**src/rtl/mem_pkg.sv**
```systemverilog
// -----------------------------------------------------------------------------
// mem_pkg: shared definitions for the MEM stage of the LoongArch pipeline.
//   - Bus widths between exe/mem and mem/wb.
//   - Packed layouts of both buses.
//   - Helper that picks the value the stage hands on.
// -----------------------------------------------------------------------------
package mem_pkg;

    localparam int EXE_TO_MEM_BUS_WD = 73;
    localparam int MEM_TO_WB_BUS_WD  = 70;

    // {inst_ld_w[72], inst_lu12i_w[71], load_op[70], gr_we[69], dest[68:64],
    //  alu_result[63:32], pc[31:0]}
    typedef struct packed {
        logic        inst_ld_w;
        logic        inst_lu12i_w;
        logic        load_op;
        logic        gr_we;
        logic [4:0]  dest;
        logic [31:0] alu_result;
        logic [31:0] pc;
    } exe_to_mem_t;

    // {gr_we[69], dest[68:64], final_result[63:32], pc[31:0]}
    typedef struct packed {
        logic        gr_we;
        logic [4:0]  dest;
        logic [31:0] final_result;
        logic [31:0] pc;
    } mem_to_wb_t;

    // Loads return memory data; everything else (lu12i.w included) has its
    // value already computed in alu_result.
    function automatic logic [31:0] sel_result(input logic        load_op,
                                               input logic [31:0] mem_rdata,
                                               input logic [31:0] alu_result);
        return load_op ? mem_rdata : alu_result;
    endfunction

endpackage

```
**src/rtl/mem_if.sv**
```systemverilog
// -----------------------------------------------------------------------------
// mem_if: handshake and data signals around the MEM stage.
//   exe_to_mem_valid / exe_to_mem_bus : instruction arriving from exe
//   mem_allowin                       : MEM can accept this cycle
//   data_sram_rdata                   : SRAM read data (one cycle after request)
//   wb_allowin                        : write-back can accept
//   mem_to_wb_valid / mem_to_wb_bus   : instruction leaving towards write-back
//   gr_we_mem / dest_mem / forward_data_mem : hazard/forward info for decode
// Modports: slave = the MEM stage, master = its surroundings.
// -----------------------------------------------------------------------------
interface mem_if;
    import mem_pkg::*;

    logic        exe_to_mem_valid;
    exe_to_mem_t exe_to_mem_bus;
    logic        mem_allowin;
    logic [31:0] data_sram_rdata;
    logic        wb_allowin;
    logic        mem_to_wb_valid;
    mem_to_wb_t  mem_to_wb_bus;
    logic        gr_we_mem;
    logic [4:0]  dest_mem;
    logic [31:0] forward_data_mem;

    modport slave (
        input  exe_to_mem_valid, exe_to_mem_bus, data_sram_rdata, wb_allowin,
        output mem_allowin, mem_to_wb_valid, mem_to_wb_bus,
               gr_we_mem, dest_mem, forward_data_mem
    );

    modport master (
        output exe_to_mem_valid, exe_to_mem_bus, data_sram_rdata, wb_allowin,
        input  mem_allowin, mem_to_wb_valid, mem_to_wb_bus,
               gr_we_mem, dest_mem, forward_data_mem
    );

endinterface

```
**src/rtl/mem_rdata_hold.sv**
```systemverilog
// -----------------------------------------------------------------------------
// mem_rdata_hold: keeps the load data alive while write-back stalls.
// SRAM data is only valid in the cycle right after the request, so it is
// latched on that first cycle and replayed for the rest of the stall.
// Config macro: MEM_RDATA_HOLD_EN (undefined -> straight pass-through, only
// correct when write-back never stalls a load).
// Ports:
//   clk, reset      : clock, synchronous active-high reset
//   capture         : MEM pipeline register loads a new instruction this cycle
//   mem_valid       : MEM stage holds an instruction
//   data_sram_rdata : live SRAM read data
//   mem_rdata       : load data to use for the current instruction
// -----------------------------------------------------------------------------
module mem_rdata_hold (
    input  logic        clk,
    input  logic        reset,
    input  logic        capture,
    input  logic        mem_valid,
    input  logic [31:0] data_sram_rdata,
    output logic [31:0] mem_rdata
);

`ifdef MEM_RDATA_HOLD_EN
    logic        first_cyc;
    logic [31:0] rdata_q;

    // first_cyc marks the one cycle in which SRAM data belongs to the
    // instruction just captured; a capture on the same edge the old one
    // leaves re-arms it for the newcomer.
    always_ff @(posedge clk) begin
        if (reset) begin
            first_cyc <= 1'b0;
            rdata_q   <= '0;
        end else begin
            first_cyc <= capture;
            if (first_cyc && mem_valid) begin
                rdata_q <= data_sram_rdata;
            end
        end
    end

    assign mem_rdata = first_cyc ? data_sram_rdata : rdata_q;
`else
    logic unused_ctrl;

    assign unused_ctrl = ^{clk, reset, capture, mem_valid};
    assign mem_rdata   = data_sram_rdata;
`endif

endmodule

```
**src/rtl/mem.sv**
```systemverilog
// -----------------------------------------------------------------------------
// mem: memory-access stage of the five-stage LoongArch pipeline.
// Accepts exe's instruction under valid/allowin, merges the SRAM load data
// (held across write-back stalls by mem_rdata_hold), selects the result and
// forwards it to write-back and, valid-qualified, back to decode.
// Config macro: MEM_RDATA_HOLD_EN (enables the read-data hold register).
// Ports:
//   clk   : sole clock
//   reset : synchronous, active-high
//   bus   : mem_if.slave carrying all handshake, data and forward signals
// -----------------------------------------------------------------------------
module mem
    import mem_pkg::*;
(
    input logic  clk,
    input logic  reset,
    mem_if.slave bus
);

    exe_to_mem_t mem_rec;
    logic        mem_valid;
    logic        mem_ready_go;
    logic        capture;
    logic [31:0] mem_rdata;
    logic [31:0] final_result;
    logic        unused_fields;

    // MEM never waits on anything of its own.
    assign mem_ready_go    = 1'b1;
    assign bus.mem_allowin = !mem_valid || (mem_ready_go && bus.wb_allowin);
    assign capture         = bus.exe_to_mem_valid && bus.mem_allowin;

    always_ff @(posedge clk) begin
        if (reset) begin
            mem_valid <= 1'b0;
        end else if (bus.mem_allowin) begin
            mem_valid <= bus.exe_to_mem_valid;
        end
    end

    // Payload is qualified by mem_valid, so it needs no reset.
    always_ff @(posedge clk) begin
        if (capture) begin
            mem_rec <= bus.exe_to_mem_bus;
        end
    end

    mem_rdata_hold u_rdata_hold (
        .clk             (clk),
        .reset           (reset),
        .capture         (capture),
        .mem_valid       (mem_valid),
        .data_sram_rdata (bus.data_sram_rdata),
        .mem_rdata       (mem_rdata)
    );

    assign final_result = sel_result(mem_rec.load_op, mem_rdata, mem_rec.alu_result);

    assign bus.mem_to_wb_valid = mem_valid && mem_ready_go;
    assign bus.mem_to_wb_bus   = '{gr_we:        mem_rec.gr_we,
                                   dest:         mem_rec.dest,
                                   final_result: final_result,
                                   pc:           mem_rec.pc};

    assign bus.gr_we_mem        = mem_valid && mem_rec.gr_we;
    assign bus.dest_mem         = mem_valid ? mem_rec.dest : 5'd0;
    assign bus.forward_data_mem = mem_valid ? final_result : 32'd0;

    // Load data is resolved here and lu12i.w is folded into alu_result
    // upstream, so neither opcode flag is needed in this stage.
    assign unused_fields = mem_rec.inst_ld_w ^ mem_rec.inst_lu12i_w;

endmodule
```
**src/flat_wrapper.sv**
```systemverilog
// flat-port wrapper written by rule: the top's interface ports become plain ports
module mem_flat import mem_pkg::*;
  (clk, reset, bus_exe_to_mem_valid, bus_exe_to_mem_bus, bus_data_sram_rdata, bus_wb_allowin, bus_mem_allowin, bus_mem_to_wb_valid, bus_mem_to_wb_bus, bus_gr_we_mem, bus_dest_mem, bus_forward_data_mem);
  mem_if bus_i ();
  input logic clk;
  input logic reset;
  input wire logic [$bits(bus_i.exe_to_mem_valid)-1:0] bus_exe_to_mem_valid;
  input wire logic [$bits(bus_i.exe_to_mem_bus)-1:0] bus_exe_to_mem_bus;
  input wire logic [$bits(bus_i.data_sram_rdata)-1:0] bus_data_sram_rdata;
  input wire logic [$bits(bus_i.wb_allowin)-1:0] bus_wb_allowin;
  output wire logic [$bits(bus_i.mem_allowin)-1:0] bus_mem_allowin;
  output wire logic [$bits(bus_i.mem_to_wb_valid)-1:0] bus_mem_to_wb_valid;
  output wire logic [$bits(bus_i.mem_to_wb_bus)-1:0] bus_mem_to_wb_bus;
  output wire logic [$bits(bus_i.gr_we_mem)-1:0] bus_gr_we_mem;
  output wire logic [$bits(bus_i.dest_mem)-1:0] bus_dest_mem;
  output wire logic [$bits(bus_i.forward_data_mem)-1:0] bus_forward_data_mem;
  assign bus_i.exe_to_mem_valid = bus_exe_to_mem_valid;
  assign bus_i.exe_to_mem_bus = bus_exe_to_mem_bus;
  assign bus_i.data_sram_rdata = bus_data_sram_rdata;
  assign bus_i.wb_allowin = bus_wb_allowin;
  assign bus_mem_allowin = bus_i.mem_allowin;
  assign bus_mem_to_wb_valid = bus_i.mem_to_wb_valid;
  assign bus_mem_to_wb_bus = bus_i.mem_to_wb_bus;
  assign bus_gr_we_mem = bus_i.gr_we_mem;
  assign bus_dest_mem = bus_i.dest_mem;
  assign bus_forward_data_mem = bus_i.forward_data_mem;
  mem u_core (.clk(clk), .reset(reset), .bus(bus_i));
endmodule
```
**config.mk**
```make
export PLATFORM = sky130hd
export DESIGN_NAME = mem_flat
export DESIGN_NICKNAME = d
export VERILOG_FILES = /design/src/rtl/mem_pkg.sv /design/src/rtl/mem_if.sv /design/src/rtl/mem_rdata_hold.sv /design/src/rtl/mem.sv /design/src/flat_wrapper.sv
export SDC_FILE = /design/constraint.sdc
export NUM_CORES = 1
export LEC_CHECK = 0
export CAP_MARGIN = 30
export CORE_ASPECT_RATIO = 0.8
export CORE_MARGIN = 1.5
export CORE_UTILIZATION = 36
export DETAILED_ROUTE_END_ITERATION = 8
export GPL_ROUTABILITY_DRIVEN = 0
export PLACE_DENSITY_LB_ADDON = 0.12
export SLEW_MARGIN = 30
export SYNTH_ARGS = -nofsm -noshare
export SYNTH_HDL_FRONTEND = slang
export SYNTH_SLANG_ARGS = --single-unit
```
**constraint.sdc**
```tcl
create_clock -name clk -period 3.9 [get_ports clk]
set_clock_uncertainty 0.1 [all_clocks]
set_input_delay 0.78 -clock clk [delete_from_list [all_inputs] [get_ports clk]]
set_output_delay 0.78 -clock clk [all_outputs]
set_load 0.005 [all_outputs]
```
# Yosys cells after proc, flatten, opt, wreduce, memory -nomap -nowiden
# Cells that the tools add are included.
dict set report word_totals {
  mem_bits_ro 0
  latchBits 0
  reg_bits 72
  out_inout_bits 110
  inputBits 109
  n_memories 0
  wordCells 13
  ram_bits 0
}
dict set report op_classes {
  order_cmp 0
  reduce_logical 4
  n_bitwise 0
  n_eq_ne 0
  shift 0
  n_mux 3
  n_div 0
  addsub 0
  multipliers 0
}
# cell count
set op_table {}
lappend op_table {{$mux 32} 2}
lappend op_table {{$mux 5} 1}
lappend op_table {{$logic_and 1x1->1} 2}
lappend op_table {{$logic_not 1->1} 1}
lappend op_table {{$logic_or 1x1->1} 1}

# Depth between registers and ports, before layout
# Gate-level depths: netlist of the first run.
dict set report logic_depth {
  ltp_word 3
  ltp_mapped 4
  mapped_depth_nobuf 2
}

# By module
# From an unflattened synthesis of the first run, not the netlist that was laid out.
dict set report unflattened {
  hier_cells 224
  area_unflattened_um2 3500.9
}
# mod area_per_inst_um2 cells_per_inst n_inst seq_area_each_um2
set modules_own_cells {}
lappend modules_own_cells {mem 3260.6 192 1 2152.1}
lappend modules_own_cells {mem_rdata_hold 240.2 32 1 0.0}

# Worst setup path before layout of the first run
# No wires, ideal clock.
dict set report synth_path {
  kind {input to register}
  start {input port bus_wb_allowin}
  end {register u_core.mem_rec (netlist bit u_core.bus.mem_to_wb_bus[0]), enable pin}
  required_ns 3.363
  setup_ns 0.437
  path_stages 2
  arrival_time_ns 2.609
  n_path_buf 0
  setup_slack_ns 0.754
  cell_sequence {nand2b_1 > and2_1}
}
dict set report synth_via {
  elab_chain_cells 2
}
# item line_no
set synth_rtl {}
lappend synth_rtl {{start: declaration} flat_wrapper.sv:10} ;# input wire logic [$bits(bus_i.wb_allowin)-1:0] bus_wb_allowin;
lappend synth_rtl {{$logic_or 1x1->1} mem.sv:30} ;# assign bus.mem_allowin = !mem_valid || (mem_ready_go && bus.wb_allowin);
lappend synth_rtl {{$logic_and 1x1->1} mem.sv:31} ;# assign capture = bus.exe_to_mem_valid && bus.mem_allowin;
lappend synth_rtl {{named net u_core.capture} mem.sv:23} ;# logic capture;
lappend synth_rtl {{end signal: assignment} mem.sv:44} ;# mem_rec <= bus.exe_to_mem_bus;
lappend synth_rtl {{end: declaration} mem.sv:20} ;# exe_to_mem_t mem_rec;
# The timed path passes the listed nets, and every way through them passes these cells.
# A chain may end at the register's enable or synchronous reset.

# Worst setup path after layout of the first run
dict set report layout_path {
  start {register u_core.mem_rec[70] (netlist name)}
  end {output port bus_forward_data_mem[27]}
}
dict set report layout_via {
  elab_chain_cells 2
}
# item line_no
set layout_rtl {}
lappend layout_rtl {{$mux 32} mem_pkg.sv:37} ;# return load_op ? mem_rdata : alu_result;
lappend layout_rtl {{$mux 32} mem.sv:67} ;# assign bus.forward_data_mem = mem_valid ? final_result : 32'd0;
lappend layout_rtl {{end: declaration} flat_wrapper.sv:16} ;# output wire logic [$bits(bus_i.forward_data_mem)-1:0] bus_forward_data_mem;
# Every way passes these cells.

==> flow_summary.yaml, run 1 <==
timing:
  fmax_mhz: 337
  rsz0062_at_grt: "false"
  hold_viol: 0
  worst_slew_pin_slew_ns: 0.386
  min_period_ns: 2.97
  setup_tns_ns: 0
  slew_viol_final: 0
  finalCritPeriodShare_pct: 76.1
  finalSetupViolCount: 0
  max_slew_margin_pct: 74.2
power_and_ir_drop:
  power.density_nw_per_um2: 399
  p_sw_uw: 428
  swShare_pct: 19.2
  pwr-share-clk_pct: 42.2
  p_comb_share_pct: 16.6
  static-leakage-power_uw: 0.00209
  irDropWorstVdd_mv: 0.258
  p_seq_share_pct: 41.2
  p_int_uw: 1800
  power_uw: 2220
synth:
  synth-async-reset-ratio_pct: 0
  synth-edff-count: 71
  synth_cell_types: 13
  yosysMostFrequentCell: "edfxtp_1"
  synthesis.nets: 301
  synth.avg_cell_area_um2: 17.0
  synth_cells: 192
  synthTopCellsByCount: "edfxtp_1 (71), buf_4 (38), and2_1 (36), mux2_4 (30), clkbuf_1 (4)"
  synthFlopType: "edfxtp_1"
  yosysTopAreaCell: "edfxtp_1"
  netlist_area_um2: 3260
  yosysSeqAreaShare_pct: 66.0
  synth_warnings: 0
  yosys_register_bits: 72
  synth_area_leaders: "edfxtp_1 (65%), mux2_4 (14%), buf_4 (8.7%), and2_1 (6.9%), buf_12 (1.8%)"
  synth_top_area_share_pct: 65.3
drt:
  drt_iter0_drc: 56
  detail-route-antenna-nets: 0
  drcViolationCount: 0
  vias_per_cell: 4.31
  drt-total-wl_mm: 7.83
  drt-wirelength-per-cell_um: 15.8
  vias: 2127
  drt_pass1_iterations: 4
clock_network:
  cts_buffers: 9
  hold_buffers: 0
  htreeDepth: 3
  post_cts_resized: 0
  post_cts_buffers: 0
  cts_tree: "built"
  cts-root-buf: "clkbuf_16"
  cts.clk_slew.worst_paths_ns: 0.06
  cts.sinks: 72
  clock_latency_ns: 0.32
  clockBufferDepth: 2
worst_hold_path:
  min_path_cells: 3
  min_to: "u_core.bus.mem_to_wb_valid"
  hold_path_class: "register to register"
  worstHoldStart: "u_core.bus.mem_to_wb_valid"
die:
  io_pins: 219
  num_rows: 30
  start_util_pct: 37.8
  die_w_um: 109
  core_area_um2: 8630
  die_h_um: 88.2
  dieArea_um2: 9650
finish:
  nets: 486
  syn_to_final_growth_pct: 71.1
  n_antenna_cell: 0
  multi_input_area_um2: 737
  layout-drive-gt1-share_pct: 14.4
  seq_area_um2: 2150
  post-route-util_pct: 64.7
  n_fill_cell: 657
placement:
  hpwl_mm: 5.98
  port_buffers: 216
critical_path:
  worstPathArrival_ns: 2.09
  r2r-start: "u_core.bus.mem_to_wb_valid"
  ff2ff_path_depth: 4
  reg2reg_slack_ns: 2.20
  setup.worst_path.end_class: "output port"
  start_kind: "register"
  setup.worst_path.class: "register to output port"
  r2r-end: "u_core.mem_rec[36]"
  crit_path_max_fanout: 17
  cp.required_ns: 3.02
job:
  cap_violations: 0
global_routing:
  antenna_found_initial: 0
  grt_overflow: 0
  grt_first_pass_wirelength_mm: 10.8
  grt_pass1_vias: 2054
  grt_max_degree: 72
  grtUsageTotal_pct: 15.7
status:
  outcome: "finished, final reports clean"
-- stage by stage --
stage               instance area (µm²)  hold slack (ns)  setup slack, ns  instances
floorplan                          3260            0.445            0.754        192
global placement                   5240            0.725            0.943        478
detailed placement                 5240            0.740            0.943        478
CTS                                5580            0.754            0.888        494
global route                       5580            0.801            0.855        494
finish                             5580            0.727            0.932        494
-- worst max-delay path: stages, from the launching register on --
cell             delay [ns]
edfxtp_1               0.43
buf_4                  0.35
mux2_2                 0.39
and2_1                 0.15
clkdlybuf4s50_1        0.43
-- power by group through the flow --
| stage | logic, µW | clock network, µW | registers (µW) |
|---|---|---|---|
| after global placement | 368 | 0 | 931 |
| after floorplan | 142 | 0 | 933 |
| after global routing | 393 | 999 | 920 |
| after detailed placement | 373 | 0 | 933 |
| final | 368 | 940 | 917 |
| after CTS | 374 | 959 | 917 |
-- sequential cells by signal (all words and copies together), names as in the netlist --
name                        flops
u_core.bus.mem_to_wb_valid      1
u_core.mem_rec                 33
u_core.bus.mem_to_wb_bus       38
-- metal layers --
| layer | up-vias | global-route usage (%) | wire length, µm |
|---|---|---|---|
| met4 | 0 | 4.25 | 74 |
| met5 | - | 0 | 0 |
| met2 | 128 | 27.8 | 4040 |
| met3 | 7 | 9.08 | 1040 |
| li1 | 1009 | - | - |
| met1 | 983 | 15.7 | 2680 |
-- cells by family (layout without fill, tap and decap cells) --
logic type	count (synthesis)	in the layout	synth area share (%)
AOI/OAI and AO/OA	1	1	0.153
buffers and inverters	47	237	11.5
DFF	72	72	66.0
muxes	32	32	14.5
and+or+nand+nor	40	40	7.90
-- worst max-delay path by stage --
stage | end | from | cells past startpoint | slack (ns)
floorplan | u_core.bus.mem_to_wb_bus[0] | bus_wb_allowin | 2 | 0.75
global route | bus_forward_data_mem[27] | u_core.mem_rec[70] | 4 | 0.86
global placement | bus_forward_data_mem[28] | bus_data_sram_rdata[28] | 4 | 0.94
finish | bus_forward_data_mem[27] | u_core.mem_rec[70] | 4 | 0.93
CTS | bus_forward_data_mem[31] | u_core.mem_rec[70] | 4 | 0.89
detailed placement | bus_forward_data_mem[17] | bus_data_sram_rdata[17] | 4 | 0.94
-- area by class of cell --
type / count / area share (%)
well taps: 112 / 2.51
clock inverters: 6 / 2.06
clock buffers: 10 / 4.10
inverters: 1 / 0.0672
repair buffers: 220 / 39.5
multi-input cells: 73 / 13.2
flip-flops and latches: 72 / 38.6
-- cell usage in the layout (no fill, tap or decap), drive strengths merged --
| cell | n |
|---|---|
| a21oi | 1 |
| and2 | 39 |
| buf | 4 |
| bufinv | 3 |
| clkbuf | 10 |
| clkdlybuf4s50 | 216 |
| clkinvlp | 1 |
| dfxtp | 1 |
| edfxtp | 71 |
| inv | 3 |
| mux2 | 32 |
| nand2b | 1 |
No activity file was read; power rests on OpenSTA's default activity.
==> inputs of run 2 (changes only) <==
- clock period: 3.9 -> 2.8 ns (I/O delays scaled with it)
==> run 2 against run 1 <==
Against the previous run: cell count increased by 0.20%; flip-flop and latch count stayed put; first-iteration DRC count is 18% higher; hold slack worse by 0.053 ns; sequential power up 40%; global-route usage increased by 0.61 points; combinational power grew 41%; critical endpoint unchanged.
==> flow_summary.yaml, run 2 (synthesized netlist as in run 1, its figures left out) <==
global_routing:
  grtUsageTotal_pct: 16.3
  grt_max_degree: 53
  grt_pass1_vias: 2116
  antenna_found_initial: 0
  grt_overflow: 0
  grt_first_pass_wirelength_mm: 11.3
critical_path:
  setup.worst_path.end_class: "output port"
  critPathSlowestCell: "clkdlybuf4s50_1"
  worstPathArrival_ns: 1.93
  cp_cell_sequence: "buf_12, mux2_2, and2_1, clkdlybuf4s50_1"
  start_kind: "register"
  max_stage_delay_ns: 0.47
  r2r-end: "u_core.mem_rec[38]"
  setup.worst_path.class: "register to output port"
  r2r-start: "u_core.bus.mem_to_wb_valid"
  crit_path_max_fanout: 22
  reg2reg_slack_ns: 1.21
  ff2ff_path_depth: 4
  cp.required_ns: 2.14
clock_network:
  post_cts_buffers: 0
  cts.sinks: 72
  clockBufferDepth: 2
  cts_buffers: 9
  htreeDepth: 3
  clock_latency_ns: 0.32
  post_cts_resized: 0
  cts_tree: "built"
  cts.clk_slew.worst_paths_ns: 0.05
  cts-root-buf: "clkbuf_16"
  hold_buffers: 0
drt:
  drt-total-wl_mm: 7.91
  vias: 2152
  drt_pass1_iterations: 6
  vias_per_cell: 4.35
  drcViolationCount: 0
  drt_iter0_drc: 66
  detail-route-antenna-nets: 0
  drt-wirelength-per-cell_um: 16.0
worst_hold_path:
  min_path_cells: 2
  hold_path_class: "primary input to register"
  worstHoldStart: "reset"
  min_to: "u_core.bus.mem_to_wb_valid"
die:
  dieArea_um2: 9650
  io_pins: 219
  num_rows: 30
  start_util_pct: 37.8
  die_h_um: 88.2
  core_area_um2: 8630
  die_w_um: 109
power_and_ir_drop:
  irDropWorstVdd_mv: 0.396
  static-leakage-power_uw: 0.00209
  power_uw: 2980
  power.density_nw_per_um2: 535
finish:
  layout_common_cells: "clkdlybuf4s50_1 (216), edfxtp_1 (71), and2_1 (35)"
  layout_commonest_cell: "clkdlybuf4s50_1"
  largest_reg_flops: 38
  n_fill_cell: 686
  syn_to_final_growth_pct: 70.9
  layout-drive-gt1-share_pct: 14.6
  n_antenna_cell: 0
  nets: 488
placement:
  dp_slack_ns: 0.274
  hpwl_mm: 6.12
  port_buffers: 216
job:
  cap_violations: 0
timing:
  hold_viol: 0
  setup_tns_ns: 0
  max_slew_margin_pct: 80.2
  fin_hold_ws_ns: 0.674
  fmax_mhz: 387
  slew_viol_final: 0
  finalSetupViolCount: 0
  worst_slew_pin_slew_ns: 0.298
  rsz0062_at_grt: "false"
  min_period_ns: 2.59
  setup_ws_ns: 0.214
  finalCritPeriodShare_pct: 92.4
status:
  outcome: "finished, final reports clean"
[run 2: stage by stage]
stage	util (%)	instance area (µm²)	cells
6_report	64.6	5580	495
5_1_grt	64.6	5580	495
4_1_cts	64.6	5580	495
3_5_place_dp	61.0	5270	480
3_3_place_gp	61.0	5270	480
2_1_floorplan	-	3260	192
[run 2: final cells by class]
type | count | area, µm² | area share (%)
multi-input cells | 73 | 737 | 13.2
repair buffers | 222 | 2230 | 40.0
inverters | 1 | 3.75 | 0.0673
well taps | 112 | 140 | 2.51
clock buffers | 9 | 225 | 4.04
clock inverters | 6 | 85.1 | 1.53
flip-flops and latches | 72 | 2150 | 38.6
[run 2: worst max path at each step]
| stage | start | to | depth (start not counted) | slack (ns) |
|---|---|---|---|---|
| 2_1_floorplan | bus_wb_allowin | u_core.bus.mem_to_wb_bus[0] | 2 | 0.65 |
| 3_3_place_gp | bus_data_sram_rdata[27] | bus_forward_data_mem[27] | 4 | 0.27 |
| 3_5_place_dp | bus_data_sram_rdata[27] | bus_forward_data_mem[27] | 4 | 0.27 |
| 4_1_cts | u_core.mem_rec[70] | bus_forward_data_mem[27] | 4 | 0.17 |
| 5_1_grt | u_core.mem_rec[70] | bus_forward_data_mem[27] | 4 | 0.16 |
| 6_report | u_core.mem_rec[70] | bus_forward_data_mem[27] | 4 | 0.21 |
[run 2: worst max-delay path: cells and delay by family, from the launching register on]
family | cells | cell delay [ns]
buffers and inverters | 2 | 0.69
and+or+nand+nor | 1 | 0.16
muxes | 1 | 0.37
DFF | 1 | 0.39
[run 2: report_power, final]
part | internal (µW) | total (µW) | switching [µW] | leakage, µW
Combinational | 371 | 518 | 147 | 0.00125
Sequential | 1260 | 1280 | 16.4 | 0.000695
Clock | 771 | 1190 | 418 | 0.000149
Total | 2400 | 2980 | 582 | 0.00209
[run 2: per-layer routing]
layer | GRT usage [%] | share of wire, % | vias to the layer above | routed length [µm]
met5 | 0 | 0 | - | 0
met4 | 6.02 | 1.2 | 0 | 97
met3 | 9.23 | 14 | 7 | 1100
met2 | 28.6 | 51 | 123 | 4050
met1 | 16.1 | 34 | 1011 | 2660
li1 | - | - | 1011 | -
